### config.mk
export PLATFORM = sky130hd
export DESIGN_NAME = countdown_timer
export DESIGN_NICKNAME = d
export VERILOG_FILES = /design/src/rtl/countdown_timer.sv
export SDC_FILE = /design/constraint.sdc
export NUM_CORES = 1
export LEC_CHECK = 0
export ABC_CLOCK_PERIOD_IN_PS = 7450
export CORE_UTILIZATION = 50
export CTS_BUF_LIST = sky130_fd_sc_hd__clkbuf_16
export CTS_CLUSTER_SIZE = 10
export DETAILED_ROUTE_END_ITERATION = 8
export GPL_ROUTABILITY_DRIVEN = 0
export GPL_TIMING_DRIVEN = 0
export PLACE_DENSITY = 0.79
export SLEW_MARGIN = 20
export SYNTH_ARGS = -nofsm -noshare
export SYNTH_HDL_FRONTEND = slang
export SYNTH_SLANG_ARGS = --single-unit
### constraint.sdc
create_clock -name clk -period 7.45 [get_ports clk]
set_input_delay 1.1175 -clock clk [delete_from_list [all_inputs] [get_ports clk]]
set_output_delay 1.1175 -clock clk [all_outputs]
set_load 0.005 [all_outputs]
### src/rtl/countdown_timer.sv
// countdown_timer: loadable, prescaled down-counter with one-shot and
// periodic (auto-reload) modes, a one-cycle expiry pulse, a sticky irq
// and a sticky overrun flag. All outputs come straight from flops.
module countdown_timer #(
    parameter int WIDTH      = 32,
    parameter int PRESCALE_W = 8
) (
    input  logic                  clk,
    input  logic                  reset,
    input  logic                  load,
    input  logic [WIDTH-1:0]      load_value,
    input  logic                  start,
    input  logic                  stop,
    input  logic                  periodic,
    input  logic [PRESCALE_W-1:0] prescale,
    input  logic                  irq_clear,
    output logic [WIDTH-1:0]      value,
    output logic                  running,
    output logic                  expired,
    output logic                  irq,
    output logic                  overrun
);

    typedef enum logic [1:0] {
        IDLE = 2'd0,
        RUN  = 2'd1,
        DONE = 2'd2
    } state_t;

    state_t                  state_q, state_d;
    logic [WIDTH-1:0]        value_q, value_d;
    logic [WIDTH-1:0]        reload_reg_q, reload_reg_d;
    logic [PRESCALE_W-1:0]   pc_q, pc_d;
    logic                    irq_q, irq_d;
    logic                    overrun_q, overrun_d;
    logic                    expired_q, expired_d;
    logic                    running_q, running_d;
    logic                    tick;
    logic                    expiry;

    // Next-state logic: request priority stop > load > start, prescaled ticks, expiry and flag handling
    always_comb begin
        state_d      = state_q;
        value_d      = value_q;
        reload_reg_d = reload_reg_q;
        pc_d         = pc_q;
        irq_d        = irq_q;
        overrun_d    = overrun_q;
        expired_d    = 1'b0;
        expiry       = 1'b0;
        tick         = (state_q == RUN) && (pc_q == prescale);

        case (state_q)
            RUN: begin
                if (stop) begin
                    // Abort the count; value is kept so software can inspect it.
                    state_d = IDLE;
                    pc_d    = '0;
                end else begin
                    // A load while running only retargets the next reload.
                    if (load) begin
                        reload_reg_d = load_value;
                    end
                    if (tick) begin
                        pc_d = '0;
                        if (value_q > WIDTH'(1)) begin
                            value_d = value_q - WIDTH'(1);
                        end else if (value_q == WIDTH'(1)) begin
                            // Expiry replaces the 1->0 step, so value never wraps.
                            expiry = 1'b1;
                            if (periodic && (reload_reg_q != '0)) begin
                                value_d = reload_reg_q;
                            end else begin
                                value_d = '0;
                                state_d = DONE;
                            end
                        end
                    end else begin
                        // Free wrap here lets a shrunken prescale roll over and re-compare.
                        pc_d = pc_q + PRESCALE_W'(1);
                    end
                end
            end
            default: begin
                if (load) begin
                    value_d      = load_value;
                    reload_reg_d = load_value;
                    state_d      = IDLE;
                end else if (start && (value_q != '0)) begin
                    state_d = RUN;
                    pc_d    = '0;
                end
            end
        endcase

        if (expiry) begin
            // Setting wins over a coincident clear; overrun only latches if irq was still pending.
            expired_d = 1'b1;
            irq_d     = 1'b1;
            if (irq_q && !irq_clear) begin
                overrun_d = 1'b1;
            end
        end else if (irq_clear) begin
            irq_d     = 1'b0;
            overrun_d = 1'b0;
        end

        running_d = (state_d == RUN);
    end

    // State and registered outputs, cleared asynchronously so a reset aborts any count silently
    always_ff @(posedge clk or posedge reset) begin
        if (reset) begin
            state_q      <= IDLE;
            value_q      <= '0;
            reload_reg_q <= '0;
            pc_q         <= '0;
            irq_q        <= 1'b0;
            overrun_q    <= 1'b0;
            expired_q    <= 1'b0;
            running_q    <= 1'b0;
        end else begin
            state_q      <= state_d;
            value_q      <= value_d;
            reload_reg_q <= reload_reg_d;
            pc_q         <= pc_d;
            irq_q        <= irq_d;
            overrun_q    <= overrun_d;
            expired_q    <= expired_d;
            running_q    <= running_d;
        end
    end

    assign value   = value_q;
    assign running = running_q;
    assign expired = expired_q;
    assign irq     = irq_q;
    assign overrun = overrun_q;

endmodule
Word-level counts from Yosys, hierarchy flattened
Index checks and enable logic that the tools add are counted.

word-level totals
  flip-flop bits (word level) = 78
  bits of input ports = 47
  output and inout bits = 36

cells by class
  add/subtract/negate cells = 2
  $lt $le $gt $ge = 1
  equality and inequality tests = 9
  multiplexer cells = 33
  reduce and logical (&&, ||, !) cells = 13

operators by type and width
  operator                                                                  count
  32-bit two-way mux                                                        10
  32-bit nonzero test                                                       2
  8-bit two-way mux                                                         5
  32-bit by 1-bit equality test with 1-bit output (second input constant)   1
  32-bit by 1-bit > comparator with 1-bit output (second input constant)    1
  32-bit by 1-bit subtractor with 32-bit output (second input constant)     1
  2-bit two-way mux                                                         8
  1-bit two-way mux                                                         10
  8-bit by 1-bit adder with 8-bit output (second input constant)            1
  8-bit equality test                                                       1
  2-bit nonzero test                                                        3
  2-bit by 1-bit equality test with 1-bit output (second input constant)    2
  1-bit logical AND                                                         4
  2-bit by 1-bit inequality test with 1-bit output (second input constant)  2
  2-bit inequality test (second input constant)                             2
  2-bit AND reduction                                                       2
  4-bit AND reduction                                                       1
  3-bit by 1-bit inequality test with 1-bit output (second input constant)  1
  1-bit zero test                                                           1

Depth between registers and ports, before layout
  depth after elaboration = 9
  depth in mapped cells = 9
  depth with buffers taken out = 8

Worst setup path after synthesis
Ideal clock, no wire load.

  kind = register -> register
  from = reg value_q[0], in the netlist value[0]
  to = reg value_q[16], in the netlist value[16]
  data arrival time = 2.874 ns
  path slack = 4.441 ns
  stages on the path, launching flop included = 10
  buffers on the path = 1
  period minus slack after synthesis = 3.009 ns
  cells stage by stage = dfrtp_1 > inv_1 > ha_1 > nor3b_1 > nand4_1 > or4_4 > a21oi_4 > buf_4 > mux2i_1 > o21ai_0

between the ends
  word-level cells in the longest chain between the ends = 5
  elaborated cells on any way between the ends = 9

RTL lines
  what                                                                                                             line    text
  start, declared                                                                                                  31      logic [WIDTH-1:0] value_q, value_d;
  start signal, assigned                                                                                           124     value_q <= value_d;
  32-bit by 1-bit subtractor with 32-bit output or 32-bit by 1-bit > comparator with 1-bit output (tied branches)  67, 66
  32-bit two-way mux                                                                                               66      if (value_q > WIDTH'(1)) begin
  32-bit two-way mux                                                                                               64      if (tick) begin
  32-bit two-way mux                                                                                               55      if (stop) begin
  32-bit two-way mux                                                                                               53      case (state_q)

Several ways; a longest one is shown, not always the timed one. The select of a mux whose other input is x is not followed.
A chain may end at the register's enable or synchronous reset.

Worst setup path after layout
  from = reg value_q[0], in the netlist value[0]
  to = reg value_q[19], in the netlist value[19]

Same word-level chain as after synthesis.

==> impl_summary.log <==
[metrics] run status: completed
[metrics] wire length of the first global-routing pass: 21000 µm
[metrics] share of flip-flops with an asynchronous set or reset: 100%
[metrics] Final Slew Violations: 0
[metrics] final design instance area without fill: around 0.0058 mm²
[metrics] FF-to-FF Start: value[0]
[metrics] vertical extent of the die: between 90 and 100 µm
[metrics] gr usage total: 28.1%
[metrics] CTS tree: yes
[metrics] proportion of netlist area held by the largest area contributor: a little over two fifths
[metrics] Net count, final: about 600
[metrics] library cell with the largest summed area after synthesis: sky130_fd_sc_hd__dfrtp_1
[metrics] number of antenna cells inserted: 0
[metrics] placement row count: 34
[metrics] capturing element type of the critical path: flop
[metrics] most congested layer reported by global routing: met2
[metrics] Lkg Pwr: about 2.3 nW
[metrics] via count of the first global-routing pass: ~4200
[metrics] max-capacitance violation count: 0
[metrics] Peak supply drop: 0.111 mV
[metrics] post-detailed-route count of antenna-violating nets: 0
[metrics] Highest Clock Rate: about 0.25 GHz
[metrics] top_reg_cell synth: sky130_fd_sc_hd__dfrtp_1
[metrics] initial antenna violation count: 0
[metrics] setup violators final: 0
[metrics] sequential fraction of the synthesis area: between 40% and 50%
[metrics] Placeable Area: 0.00876 mm²
[metrics] count of fill cells added during filler insertion: 709
[metrics] Ys Warns: 0
[metrics] pin slew with the least headroom to its limit: between 1 and 1.5 ns
[metrics] crit path max fanout: 10
[metrics] area of combinational cells with multiple inputs: approximately 0.0024 mm²
[metrics] Period minus WS final: around 4 ns
[metrics] post-synth cell types: 55
[metrics] synthesis-to-layout area growth: 27.8%
[metrics] GR met3 Demand/Resource: 5.47%
[metrics] via density per instance: 6.30
[metrics] Cell Pwr Density: 238 mW/mm²
[metrics] number of buffers inserted during clock tree synthesis: 9
[metrics] cell with the most instances after synthesis: sky130_fd_sc_hd__dfrtp_1
[metrics] Final Hold Fails: 0
[metrics] WL/cell: between 15 and 20 µm
[metrics] die boundary width: ~97 µm
[metrics] r2r worst-path depth: 9
[metrics] mean cell area of the mapped netlist: between 10 and 15 µm²
[metrics] Period Utilization, post-route: roughly 54%
[metrics] pin count of the biggest net entering global routing: 47
[metrics] worst-case setup margin in the final layout: around 3.4 ns
[metrics] standard cell area after detailed placement: ~0.0055 mm²
[metrics] setup skew after layout: slightly above 0.007 ns
[metrics] critical path startpoint category: flop
[metrics] number of synthesized register bits: slightly below 80
[metrics] HPWL after detailed placement: 9170 µm
[metrics] Reg area: around 0.0020 mm²
[metrics] Synth Instances: roughly 450
[metrics] Worst-Skew Late Latency: between 0.3 and 0.4 ns
[metrics] Post-synth EDFFs: 0
[metrics] post-cts resize count: 0
[metrics] IO buf count: 82
[metrics] layout cell share with drive strength beyond 1: between 10% and 20%
[metrics] RSZ-0062 raised after global routing: false
[metrics] clock root cell: sky130_fd_sc_hd__clkbuf_16
[metrics] DRC violations left: 0
[metrics] clk sink count: between 70 and 80
[metrics] met2 usage: a little under half
[metrics] Die Outline Area: roughly 0.0095 mm²
[metrics] Hold Crit Start: overrun
[metrics] starting density of the core: 51.8%
[metrics] Critical Path RT: 7.65 ns
[metrics] most frequent cells after synthesis: sky130_fd_sc_hd__dfrtp_1 (78), sky130_fd_sc_hd__mux2_2 (36), sky130_fd_sc_hd__nor2_1 (29)
[metrics] detailed-router iteration count before antenna repair: 5
[metrics] Critical Setup Path Class: reg -> reg
[metrics] H-tree levels: 3
[metrics] number of buffers inserted by hold repair at cts: 0
[metrics] hold path depth: 1
[metrics] arrival time at the worst endpoint: roughly 4.3 ns
[metrics] drt first-iter violations: between 200 and 300
[metrics] path class of the lowest-slack min-delay path: reg -> reg
[metrics] final total negative setup slack: 0 ns
[metrics] CTS max path bufs: 2
[metrics] post-synthesis net count: approximately 500
[metrics] pre-CTS setup slack: ~3.6 ns
[metrics] total wire length after detailed routing: 12900 µm
[metrics] total via count in the routed design: 4145
[metrics] worst flop-to-flop path endpoint: value[19]
[metrics] clock-pin slew reported for the worst setup and hold paths after clock tree synthesis: ~0.060 ns
[metrics] synth top area cells: sky130_fd_sc_hd__dfrtp_1 (43%), sky130_fd_sc_hd__mux2_2 (8.9%), sky130_fd_sc_hd__xnor2_1 (4.4%)
[metrics] sink of the worst hold path: overrun
[metrics] GR met1 Demand/Resource: around 37%
[metrics] I/O pin count: 83
[metrics] Remaining Overflow, GRT: 0
[metrics] number of buffers added for setup after CTS: 0
[metrics] Post-Syn Area: approximately 0.0045 mm²
[metrics] FF-to-FF setup slack: 3.39 ns
[metrics] headroom to the max-slew limit: 29.8%
==> placed cells by master (no fill, tap or decap), types with 3 or more instances in the layout <==
master | synthesis | layout
sky130_fd_sc_hd__nand3_1 | 5 | 5
sky130_fd_sc_hd__nand3b_1 | 3 | 3
sky130_fd_sc_hd__buf_2 | 8 | 8
sky130_fd_sc_hd__o21ai_0 | 18 | 18
sky130_fd_sc_hd__clkdlybuf4s50_1 | 0 | 82
sky130_fd_sc_hd__and3_1 | 3 | 3
sky130_fd_sc_hd__inv_1 | 15 | 17
sky130_fd_sc_hd__nor2_1 | 29 | 29
sky130_fd_sc_hd__a211oi_2 | 6 | 6
sky130_fd_sc_hd__dfrtp_1 | 78 | 78
sky130_fd_sc_hd__xor2_1 | 11 | 11
sky130_fd_sc_hd__mux2_2 | 36 | 36
sky130_fd_sc_hd__a22o_1 | 3 | 3
sky130_fd_sc_hd__a21oi_1 | 12 | 12
sky130_fd_sc_hd__or4_1 | 3 | 3
sky130_fd_sc_hd__nand4_1 | 11 | 11
sky130_fd_sc_hd__xnor2_1 | 23 | 23
sky130_fd_sc_hd__mux2i_1 | 7 | 7
sky130_fd_sc_hd__clkbuf_1 | 16 | 16
sky130_fd_sc_hd__and2_1 | 7 | 7
sky130_fd_sc_hd__or3_1 | 8 | 8
sky130_fd_sc_hd__nor4_1 | 22 | 22
sky130_fd_sc_hd__nor3_1 | 17 | 17
sky130_fd_sc_hd__clkbuf_16 | 0 | 9
sky130_fd_sc_hd__nand2_1 | 24 | 24
sky130_fd_sc_hd__nand2b_1 | 5 | 5
sky130_fd_sc_hd__o31ai_1 | 14 | 14
sky130_fd_sc_hd__ha_1 | 4 | 4
sky130_fd_sc_hd__a221oi_1 | 12 | 12
sky130_fd_sc_hd__a22oi_1 | 8 | 8
sky130_fd_sc_hd__a311oi_1 | 3 | 3
sky130_fd_sc_hd__a31oi_1 | 8 | 8
==> cell type report <==
type	instances	share of cell area [%]
multi-input cells	331	41.4
flip-flops and latches	78	33.7
inverters	15	1.01
repair buffers	83	14.5
well taps	108	2.33
clock buffers	9	3.88
plain buffers	27	2.24
clock inverters	7	1.01
==> worst max path at each step <==
stage              from              end  slack (ns)  cells past startpoint
3_3_place_gp      reset  reload_reg_q[7]        3.07                      2
3_5_place_dp   value[0]        value[19]        3.57                      9
4_1_cts        value[0]        value[19]        3.50                      9
2_1_floorplan     reset          expired        4.34                      1
6_report       value[0]        value[19]        3.39                      9
5_1_grt        value[0]        value[19]        3.27                      9
==> routing by layer <==
metal | share of wire (%) | wire length, µm
met1 | 41 | 5360
met2 | 48 | 6140
met3 | 8.7 | 1120
met4 | 2.3 | 303
met5 | 0 | 0
==> worst max-delay path: stages, from the launching register on <==
cell                      delay, ns
sky130_fd_sc_hd__dfrtp_1       0.46
sky130_fd_sc_hd__inv_1         0.16
sky130_fd_sc_hd__ha_1          0.21
sky130_fd_sc_hd__nor3b_1       0.86
sky130_fd_sc_hd__nand4_1       0.70
sky130_fd_sc_hd__or4_4         0.65
sky130_fd_sc_hd__a21oi_4       0.31
sky130_fd_sc_hd__buf_4         0.27
sky130_fd_sc_hd__mux2i_1       0.19
sky130_fd_sc_hd__o21ai_0       0.10
==> power breakdown <==
group          switching [mW]  total (mW)  internal, mW
registers              0.0932       0.585         0.491
logic                   0.168       0.368         0.200
clock network           0.171       0.425         0.254
total                   0.432        1.38         0.946
==> stage by stage <==
step / util, % / instances / hold slack [ns] / total power, mW
after CTS: 66.2 / 658 / 0.512 / 1.38
after detailed placement: 62.9 / 642 / 0.496 / 0.952
after global placement: 62.7 / 641 / 0.469 / 0.936
after floorplan: - / 451 / 0.473 / 0.771
final: 66.2 / 658 / 0.510 / 1.38
after global routing: 66.2 / 658 / 0.542 / 1.44
==> state kept, by name (all words and copies together), names as in the netlist <==
name	count
expired	1
irq	1
overrun	1
pc_q	8
reload_reg_q	32
running	1
state_q	2
value	32
==> cell families after synthesis <==
family,synth area share [%]
AND/OR/NAND/NOR,17.5
AO/OA/AOI/OAI,17.2
flip-flops,43.0
multiplexers,10.5
buffers and inverters,4.11
XOR/XNOR,6.56
adder cells (fa/ha/maj),1.10
Power figures use the tool's default switching activity.
